$ cat src/rtl/axi4_lite_s_regs.sv
// rtl/axi4_lite_s_regs.sv - AXI4-Lite slave register file with exported contents and write pulses
// Optional feature macro: AXI4_LITE_S_SLVERR_EN (out-of-range accesses answer SLVERR instead of OKAY).
module axi4_lite_s_regs #(
    parameter int DATA_WIDTH = 32,
    parameter int ADDR_WIDTH = 32,
    parameter int NUM_REGS   = 8
) (
    input  logic                           ACLK,
    input  logic                           ARESETn,
    input  logic [ADDR_WIDTH-1:0]          AWADDR,
    input  logic [2:0]                     AWPROT,
    input  logic                           AWVALID,
    output logic                           AWREADY,
    input  logic [DATA_WIDTH-1:0]          WDATA,
    input  logic [DATA_WIDTH/8-1:0]        WSTRB,
    input  logic                           WVALID,
    output logic                           WREADY,
    output logic [1:0]                     BRESP,
    output logic                           BVALID,
    input  logic                           BREADY,
    input  logic [ADDR_WIDTH-1:0]          ARADDR,
    input  logic [2:0]                     ARPROT,
    input  logic                           ARVALID,
    output logic                           ARREADY,
    output logic [DATA_WIDTH-1:0]          RDATA,
    output logic [1:0]                     RRESP,
    output logic                           RVALID,
    input  logic                           RREADY,
    output logic [NUM_REGS*DATA_WIDTH-1:0] reg_q,
    output logic [NUM_REGS-1:0]            reg_wr
);

    localparam int STRB_WIDTH = DATA_WIDTH / 8;
    localparam int ADDR_LSB   = $clog2(STRB_WIDTH);
    localparam int IDX_W      = $clog2(NUM_REGS);

    localparam logic [1:0] RESP_OKAY = 2'b00;
`ifdef AXI4_LITE_S_SLVERR_EN
    localparam logic [1:0] RESP_OOR  = 2'b10;
`else
    localparam logic [1:0] RESP_OOR  = 2'b00;
`endif

    // Reject illegal configurations at elaboration time.
    generate
        if (DATA_WIDTH != 32 && DATA_WIDTH != 64) begin : g_bad_data_width
            $fatal(1, "axi4_lite_s_regs: DATA_WIDTH must be 32 or 64");
        end
        if (NUM_REGS < 2 || NUM_REGS > 256 || (NUM_REGS & (NUM_REGS - 1)) != 0) begin : g_bad_num_regs
            $fatal(1, "axi4_lite_s_regs: NUM_REGS must be a power of two in 2..256");
        end
        if (ADDR_WIDTH < IDX_W + ADDR_LSB) begin : g_bad_addr_width
            $fatal(1, "axi4_lite_s_regs: ADDR_WIDTH too small for NUM_REGS");
        end
    endgenerate

    typedef enum logic [2:0] {
        W_IDLE,
        W_WAIT_A,
        W_WAIT_D,
        W_COMMIT,
        W_RESP
    } w_state_t;

    typedef enum logic {
        R_IDLE,
        R_DATA
    } r_state_t;

    w_state_t                w_state;
    r_state_t                r_state;

    logic [DATA_WIDTH-1:0]   regs [NUM_REGS];

    logic [ADDR_WIDTH-1:0]   aw_addr_q;
    logic [DATA_WIDTH-1:0]   w_data_q;
    logic [STRB_WIDTH-1:0]   w_strb_q;

    logic                    aw_hs;
    logic                    w_hs;
    logic                    ar_hs;
    logic [IDX_W-1:0]        aw_idx;
    logic [IDX_W-1:0]        ar_idx;
    logic                    aw_in_range;
    logic                    ar_in_range;

    assign aw_hs = AWVALID && AWREADY;
    assign w_hs  = WVALID && WREADY;
    assign ar_hs = ARVALID && ARREADY;

    // An address is in range when every bit above the register index is zero.
    assign aw_idx      = aw_addr_q[ADDR_LSB +: IDX_W];
    assign ar_idx      = ARADDR[ADDR_LSB +: IDX_W];
    assign aw_in_range = (aw_addr_q >> (ADDR_LSB + IDX_W)) == '0;
    assign ar_in_range = (ARADDR >> (ADDR_LSB + IDX_W)) == '0;

    // Protection bits and sub-word address bits carry no meaning here.
    logic unused_ok;
    assign unused_ok = &{1'b0, AWPROT, ARPROT, aw_addr_q[ADDR_LSB-1:0], ARADDR[ADDR_LSB-1:0]};

    genvar gi;
    generate
        for (gi = 0; gi < NUM_REGS; gi++) begin : g_reg_q
            assign reg_q[gi*DATA_WIDTH +: DATA_WIDTH] = regs[gi];
        end
    endgenerate

    // Write channel FSM: collects AW and W in either order, commits once, then holds the response.
    always_ff @(posedge ACLK or negedge ARESETn) begin
        if (!ARESETn) begin
            w_state   <= W_IDLE;
            AWREADY   <= 1'b0;
            WREADY    <= 1'b0;
            BVALID    <= 1'b0;
            BRESP     <= RESP_OKAY;
            aw_addr_q <= '0;
            w_data_q  <= '0;
            w_strb_q  <= '0;
            reg_wr    <= '0;
            for (int i = 0; i < NUM_REGS; i++) begin
                regs[i] <= '0;
            end
        end else begin
            reg_wr <= '0;
            case (w_state)
                W_IDLE: begin
                    // Readies drop for whichever channel handshakes; otherwise they
                    // (re)assert, which also covers the first edge after reset.
                    AWREADY <= !aw_hs;
                    WREADY  <= !w_hs;
                    if (aw_hs) begin
                        aw_addr_q <= AWADDR;
                    end
                    if (w_hs) begin
                        w_data_q <= WDATA;
                        w_strb_q <= WSTRB;
                    end
                    if (aw_hs && w_hs) begin
                        w_state <= W_COMMIT;
                    end else if (aw_hs) begin
                        w_state <= W_WAIT_D;
                    end else if (w_hs) begin
                        w_state <= W_WAIT_A;
                    end
                end
                W_WAIT_A: begin
                    if (aw_hs) begin
                        aw_addr_q <= AWADDR;
                        AWREADY   <= 1'b0;
                        w_state   <= W_COMMIT;
                    end
                end
                W_WAIT_D: begin
                    if (w_hs) begin
                        w_data_q <= WDATA;
                        w_strb_q <= WSTRB;
                        WREADY   <= 1'b0;
                        w_state  <= W_COMMIT;
                    end
                end
                W_COMMIT: begin
                    // The write pulse fires for any in-range write, including an all-zero strobe.
                    if (aw_in_range) begin
                        for (int b = 0; b < STRB_WIDTH; b++) begin
                            if (w_strb_q[b]) begin
                                regs[aw_idx][8*b +: 8] <= w_data_q[8*b +: 8];
                            end
                        end
                        reg_wr[aw_idx] <= 1'b1;
                        BRESP          <= RESP_OKAY;
                    end else begin
                        BRESP          <= RESP_OOR;
                    end
                    BVALID  <= 1'b1;
                    w_state <= W_RESP;
                end
                W_RESP: begin
                    if (BREADY) begin
                        BVALID  <= 1'b0;
                        AWREADY <= 1'b1;
                        WREADY  <= 1'b1;
                        w_state <= W_IDLE;
                    end
                end
                default: begin
                    w_state <= W_IDLE;
                end
            endcase
        end
    end

    // Read channel FSM: captures the addressed register on the AR handshake and holds it until taken.
    always_ff @(posedge ACLK or negedge ARESETn) begin
        if (!ARESETn) begin
            r_state <= R_IDLE;
            ARREADY <= 1'b0;
            RVALID  <= 1'b0;
            RRESP   <= RESP_OKAY;
            RDATA   <= '0;
        end else begin
            case (r_state)
                R_IDLE: begin
                    ARREADY <= !ar_hs;
                    if (ar_hs) begin
                        RVALID <= 1'b1;
                        if (ar_in_range) begin
                            RDATA <= regs[ar_idx];
                            RRESP <= RESP_OKAY;
                        end else begin
                            RDATA <= '0;
                            RRESP <= RESP_OOR;
                        end
                        r_state <= R_DATA;
                    end
                end
                R_DATA: begin
                    if (RREADY) begin
                        RVALID  <= 1'b0;
                        ARREADY <= 1'b1;
                        r_state <= R_IDLE;
                    end
                end
            endcase
        end
    end

endmodule

$ cat config.mk
export PLATFORM = sky130hd
export DESIGN_NAME = axi4_lite_s_regs
export DESIGN_NICKNAME = d
export VERILOG_FILES = /design/src/rtl/axi4_lite_s_regs.sv
export SDC_FILE = /design/constraint.sdc
export NUM_CORES = 1
export LEC_CHECK = 0
export CAP_MARGIN = 30
export CORE_MARGIN = 2
export CORE_UTILIZATION = 49
export DETAILED_ROUTE_END_ITERATION = 8
export PLACE_DENSITY = 0.86
export SYNTH_ARGS = -nofsm -noshare
export SYNTH_HDL_FRONTEND = slang
export SYNTH_SLANG_ARGS = --single-unit
$ cat constraint.sdc
create_clock -name ACLK -period 3.01 [get_ports ACLK]
set_clock_uncertainty 0.2 [all_clocks]
set_input_delay 0.4515 -clock ACLK [delete_from_list [all_inputs] [get_ports ACLK]]
set_output_delay 0.4515 -clock ACLK [all_outputs]
set_load 0.02 [all_outputs]
## Yosys cells after proc, flatten, opt, wreduce, memory -nomap -nowiden

Cells that the tools add are included.

- Register bits after elaboration: 373
- Input bits: 113
- Logic and storage cells: 116

- Order comparisons: 5
- Equal/unequal tests: 10
- Multiplexer cells: 52
- Bitwise logic cells: 3
- Reductions and logical operators: 26

Operators by type and width:

| operator | count |
|---|---|
| $mux W256 | 10 |
| $bwmux W256 | 4 |
| $demux W32 S3 | 4 |
| $mux W32 | 4 |
| $bmux W32 S3 | 1 |
| $logic_not A32 Y1 | 2 |
| $mux W24 | 1 |
| $mux W8 | 3 |
| $mux W3 | 6 |
| $mux W16 | 1 |
| $pmux W3 S5 | 1 |
| $reduce_and A2 Y1 | 6 |
| $mux W1 | 10 |
| $ne A2 B2 Y1 const B | 5 |
| $ge A4 B4 Y1 const B | 2 |
| $not A3 Y4 | 2 |
| $pmux W1 S2 | 4 |
| $eq A3 B2 Y1 const B | 2 |
| $logic_and A1 B1 Y1 | 6 |
| $pmux W1 S3 | 2 |
| $reduce_and A3 Y1 | 2 |
| $reduce_bool A3 Y1 | 2 |
| $lt A3 B4 Y1 const B | 1 |
| $lt A4 B1 Y1 const B | 1 |
| other kinds (11) | 14 |

## Depth between registers and ports, before layout

Gate-level depths: netlist (run 1).

- Depth in word-level cells: 19
- Gate-level depth with buffers: 7
- Depth with buffers taken out: 4

## Worst setup path after synthesis (run 1)

OpenSTA, ideal clock, no wires.

- Path kind: register -> register
- Start: reg aw_addr_q[21]
- End: reg regs (netlist bit reg_q[192])
- Library setup time: 0.125 ns
- Arrival time: 2.041 ns
- Required time: 2.685 ns
- Path slack: 0.644 ns
- Cell stages (with the launch flop): 6
- Path buffers: 1
- Clock period less this slack: 2.366 ns
- Path through: dfrtp_1 > nor4_1 > nand4_1 > buf_4 > nor4_4 > mux2_2

- Word-level cells in the longest chain between the ends: 2

Ends and longest elaborated chain:

| item | line | source |
|---|---|---|
| start: declaration | 75 | `logic [ADDR_WIDTH-1:0] aw_addr_q;` |
| start signal: assignment | 116 | `aw_addr_q <= '0;` |
| start signal: assignment | 132 | `aw_addr_q <= AWADDR;` |
| start signal: assignment | 148 | `aw_addr_q <= AWADDR;` |
| $logic_not A32 Y1 | 94 | `assign aw_in_range = (aw_addr_q >> (ADDR_LSB + IDX_W)) == '0;` |
| $reduce_and A2 Y1 (no line) | -- |  |
| end signal: indexed assignment | 166 | `regs[aw_idx][8*b +: 8] <= w_data_q[8*b +: 8];` |
| end: declaration | 73 | `logic [DATA_WIDTH-1:0] regs [NUM_REGS];` |

No other way between the ends.
A chain may end at the register's enable or synchronous reset.

## Worst setup path after layout (run 1)

- Start: reg aw_addr_q[25]
- End: reg regs (netlist bit reg_q[14])

The elaborated chain is that of the path after synthesis.

==> results.ini, run 1 <==
[outcome]
status = complete, no violations

[critical_path]
rr_worst_depth = 6
start_kind = flop
critPathKind = reg -> reg
rr_endpoint = reg_q[14]
crit_path_start = aw_addr_q[25]
reg2reg_from = aw_addr_q[25]
cp-end-kind = flop
crit_required_ns = 3.20
endpoint = reg_q[14]
crit_arrival_ns = 2.85
path_max_fanout = 33
ff2ff_setup_slack_ns = 0.36

[drt]
drt-initial-drc-count = 486
drc = 0
ant_nets = 0
drt_pass1_iterations = 4
vias = 10860
vias_per_cell = 5.604
drt_wl_total_um = 46170
wl_per_cell_um = 23.82

[logic_synthesis]
ys_types = 29
ys_seq_area_share_pct = 57.34
syn_avg_cell_area_um2 = 16.18
syn_area_um2 = 16190
async_flop_share_pct = 100.0
ys_warn_count = 0
synth_cells = 1001
synth_seq_cells = 371
synth-edff-count = 0
ys.flop_type = dfrtp_1

[cts]
cts_setup_buffers = 0
insertion_delay_ns = 0.51
cts-buffers-inserted = 39
cts.clk_slew.worst_paths_ns = 0.06
numClockSinks = 371
h-tree-depth = 2
cts_resized = 0
tritoncts = done
clockRootBuffer = clkbuf_16
clk_path_buf_depth = 3

[global_routing]
grt_max_degree = 77
grt_pass1_vias = 11690
grt_usage_pct = 27.02
grt_overflow_total = 0
grt_pass1_wl_um = 70330
antenna_found_initial = 1

[sta]
holdWs_ns = 0.2739
tightestPinTransition_ns = 0.7052
period_needed_ns = 2.651
drv_slew = 0
finalCritPeriodShare_pct = 88.08
setup_viol = 0
fin_setup_tns_ns = 0
rsz0062_at_grt = no
fmax_ghz = 0.3772
relSlewSlack_pct = 52.98
finalHoldViolCount = 0

[placed_design]
hpwl_um = 31700
placedCellCount = 1865
portBuffers = 403
gp_congestion = 0.8438

[floorplan]
die_h_um = 185.8
start_util_pct = 49.77
die_w_um = 185.8
placementRows = 66
ios = 418
coreArea_um2 = 32540
die_area_um2 = 34510

[worst_hold_path]
hold_path.class = reg -> reg
holdCritStartpoint = RDATA[1]

[layout]
final_common_cell = clkdlybuf4s50_1
layout.nets = 1578
drive_above_1_share_pct = 36.95
fin_util_pct = 69.30
nFillCells = 2217
layout_common_cells = clkdlybuf4s50_1 (399), dfrtp_1 (371), mux2_2 (323)
layoutNonFillerInstCount = 1938
area_delta_synth_final_pct = 39.26

[power]
powerDensity_nw_per_um2 = 588.7
irDropWorstVdd_uv = 669.4
p_leak_nw = 10.17
finalPower_w = 0.01327

[flow_run]
cap_violations = 0

==> sequential cells by signal (all words and copies together), names as in the netlist <==
name	flops
reg_q	256
w_data_q	32
RVALID	1
w_strb_q	4
AWREADY	1
WREADY	1
w_state	3
reg_wr	8
RDATA	32
aw_addr_q	30
r_state	1
ARREADY	1
BVALID	1
==> layout make-up <==
class	count	area [um2]	area share [%]
antenna	2	5.005	0.02220
clock buffer	56	1162	5.155
clock inverter	14	172.7	0.7658
inverter	2	7.507	0.03329
multi-input combinational	585	6701	29.72
sequential	371	9284	41.17
tap	442	553.0	2.453
timing repair buffer	466	4662	20.68
==> how the worst min path moves through the flow <==
stage                     end  slack (ns)  cells after the start
detailed placement     RVALID        0.26                      2
CTS                    RVALID        0.28                      2
floorplan             ARREADY       -0.04                      0
global route           RVALID        0.30                      2
finish               RDATA[1]        0.27                      2
global placement    RDATA[24]        0.26                      2
==> power breakdown <==
group	internal, W	total [W]	switching, W
registers	0.00550	0.00625	0.000750
clock network	0.00303	0.00497	0.00194
logic	0.000946	0.00205	0.00110
total	0.00948	0.0133	0.00380
==> what timing repair did <==
| item | in CTS | in global routing |
|---|---|---|
| hold endpoints to repair | 68 | 0 |
| endpoints found under the setup margin | 0 | 0 |
| hold buffers | 1 | 0 |
==> critical path, stage by stage, from the launching register on <==
cell     delay [ns]
dfrtp_1        0.37
nor4_1         0.43
nand4_1        0.28
buf_12         0.31
nor4_4         0.29
buf_4          0.26
mux2_2         0.37
==> kinds of logic after synthesis <==
family | synth area share [%]
and+or+nand+nor | 6.677
other | 0.02316
muxes | 33.34
AOI/OAI and AO/OA | 1.213
DFF | 57.34
buffers and inverters | 1.406
==> cells in the mapped netlist, drive strengths merged, types with 2 or more instances <==
cell    count  share of area, %
dfrtp     371                57
nand4       3              0.12
or2         2             0.077
nor2        7              0.16
nor4       45               4.5
nor3       12              0.37
buf        20              0.75
mux2i      32               2.0
nand2      49               1.1
clkbuf     26              0.61
mux2      323                22
o21ai      34               1.1
nand2b      2             0.077
a21oi       2             0.062
mux4       64               8.9
==> per-layer routing <==
metal  global-route usage, %  wire [um]
met1                   34.13      18170
met2                   45.53      23080
met3                   7.689       3808
met4                   7.874       1113
met5                       0          0
==> per-stage QoR <==
step | instance area (um2) | setup WS (ns)
finish | 22550 | 0.3587
CTS | 22540 | 0.3531
global route | 22540 | 0.2532
global placement | 21170 | 0.3781
detailed placement | 21200 | 0.3674
floorplan | 16200 | 0.6443
Note: power is estimated with default switching activity, not from simulation.
==> run 2, diff against run 1 <==
ABC_CLOCK_PERIOD_IN_PS = 3010   (was not set)
==> results of run 2 <==
Same layout as run 1: the final DEF is identical, and so are final timing and power.
==> run 3, diff against run 2 <==
CTS_BUF_LIST = sky130_fd_sc_hd__clkbuf_8 sky130_fd_sc_hd__clkbuf_16   (was not set)
SETUP_SLACK_MARGIN = 0.5   (was not set)
==> results.ini, run 3 (same netlist as run 1, synthesis figures left out) <==
[outcome]
status = complete, no violations

[sta]
fmax_ghz = 0.4055
finalCritPeriodShare_pct = 81.93
setup_viol = 0
rsz0062_at_grt = yes
fin_setup_tns_ns = 0
relSlewSlack_pct = 52.19
holdWs_ns = 0.2743
drv_slew = 0
tightestPinTransition_ns = 0.7171
setup_slack_ns = 0.5439
finalHoldViolCount = 0
period_needed_ns = 2.466

[cts]
insertion_delay_ns = 0.52
clk_path_buf_depth = 3
h-tree-depth = 2
cts.clk_slew.worst_paths_ns = 0.06
clockRootBuffer = clkbuf_16
tritoncts = done
numClockSinks = 371
cts-buffers-inserted = 39

[drt]
ant_nets = 0
vias_per_cell = 5.667
vias = 11010
wl_per_cell_um = 24.07
drc = 0
drt-initial-drc-count = 510
drt_pass1_iterations = 4
drt_wl_total_um = 46750

[layout]
layout_common_cells = clkdlybuf4s50_1 (399), dfrtp_1 (371), mux2_2 (323)
layout.nets = 1582
final_common_cell = clkdlybuf4s50_1
nFillCells = 2183
area_delta_synth_final_pct = 40.64
drive_above_1_share_pct = 37.45
layoutNonFillerInstCount = 1942
fin_util_pct = 69.99
largest_register_ffs = 256

[global_routing]
grt_usage_pct = 27.37
grt_pass1_wl_um = 71150
grt_overflow_total = 0
grt_pass1_vias = 11760
antenna_found_initial = 1
grt_max_degree = 77

[critical_path]
ff2ff_setup_slack_ns = 0.54
start_kind = flop
worstPathCellList = nor4_1 > nand4_1 > buf_4 > buf_12 > nor4_4 > buf_4 > mux2_2
critPathKind = reg -> reg
cp-end-kind = flop
path_max_fanout = 17
crit_arrival_ns = 2.66
slowest_stage = dfrtp_1
cp_slowest_stage_delay_ns = 0.40
crit_required_ns = 3.21
crit_top_cell = buf_4

[floorplan]
die_w_um = 185.8
coreArea_um2 = 32540
die_area_um2 = 34510
start_util_pct = 49.77
placementRows = 66
die_h_um = 185.8
ios = 418

[placed_design]
hpwl_um = 31700
placedCellCount = 1865
gp_congestion = 0.8438
pre_cts_ws_ns = 0.3674
portBuffers = 403

[flow_run]
cap_violations = 0

[power]
powerDensity_nw_per_um2 = 585.7
p_leak_nw = 10.28
irDropWorstVdd_uv = 666.7

[worst_hold_path]
hold_path.class = reg -> reg

==> run 3: cell types whose count changed in the layout (fill, tap and decap cells not counted), sizes merged <==
cell,change
clkbuf,-7
inv,+7
buf,+4
==> run 3: critical path, delay by kind of cell, from the launching register on <==
family                 cells  cell delay [ns]
flip-flops                 1             0.40
AND/OR/NAND/NOR            3             0.72
multiplexers               1             0.36
buffers and inverters      3             0.64
==> run 3: cell type report <==
class / count / area [um2] / area share [%]
flip-flops and latches: 371 / 9284 / 40.77
inverters: 2 / 7.507 / 0.03297
diodes: 2 / 5.005 / 0.02198
clock buffers: 49 / 1136 / 4.989
multi-input cells: 585 / 6777 / 29.76
clock inverters: 21 / 198.9 / 0.8736
repair buffers: 470 / 4811 / 21.13
well taps: 442 / 553.0 / 2.429
==> run 3: worst paths after layout <==
check | start | endpoint | cells after the start
hold / removal | RDATA[1] | RDATA[1] | 2
setup reg to reg | aw_addr_q[13] | reg_q[33] | 7
min in group asynchronous | ARESETn | w_data_q[28] | 2
max in group asynchronous | ARESETn | reg_q[74] | 3
setup / recovery | aw_addr_q[13] | reg_q[33] | 7
hold reg to reg | RDATA[1] | RDATA[1] | 2
==> run 3: metrics by stage <==
stage	power (W)	cell area, um2
after floorplan	0.007369	16200
after global routing	0.01386	22770
after detailed placement	0.008362	21200
after CTS	0.01335	22690
final	0.01334	22770
after global placement	0.008209	21170
==> run 3: power breakdown <==
| part | internal [W] | leakage (nW) | switching (W) |
|---|---|---|---|
| Combinational | 0.000963 | 4.57 | 0.00113 |
| Sequential | 0.00550 | 5.02 | 0.000793 |
| Clock | 0.00300 | 0.692 | 0.00195 |
| Total | 0.00947 | 10.3 | 0.00387 |
==> run 3: layer usage <==
| layer | wire length, um | share of wire [%] | GRT usage, % | vias to the layer above |
|---|---|---|---|---|
| met2 | 23350 | 50 | 46.13 | 416 |
| li1 | - | - | - | 4713 |
| met3 | 3862 | 8.3 | 7.768 | 84 |
| met1 | 18340 | 39 | 34.60 | 5793 |
| met4 | 1195 | 2.6 | 7.937 | 0 |
| met5 | 0 | 0 | 0 | - |
==> run 3: what timing repair did <==
action	4_1_cts	5_1_grt
endpoints found under the setup margin	256	256
hold buffers	1	0
setup buffers	2	0
cloned	2	0
pin swaps	4	4
hold endpoints to repair	68	0
resized for setup	17	16
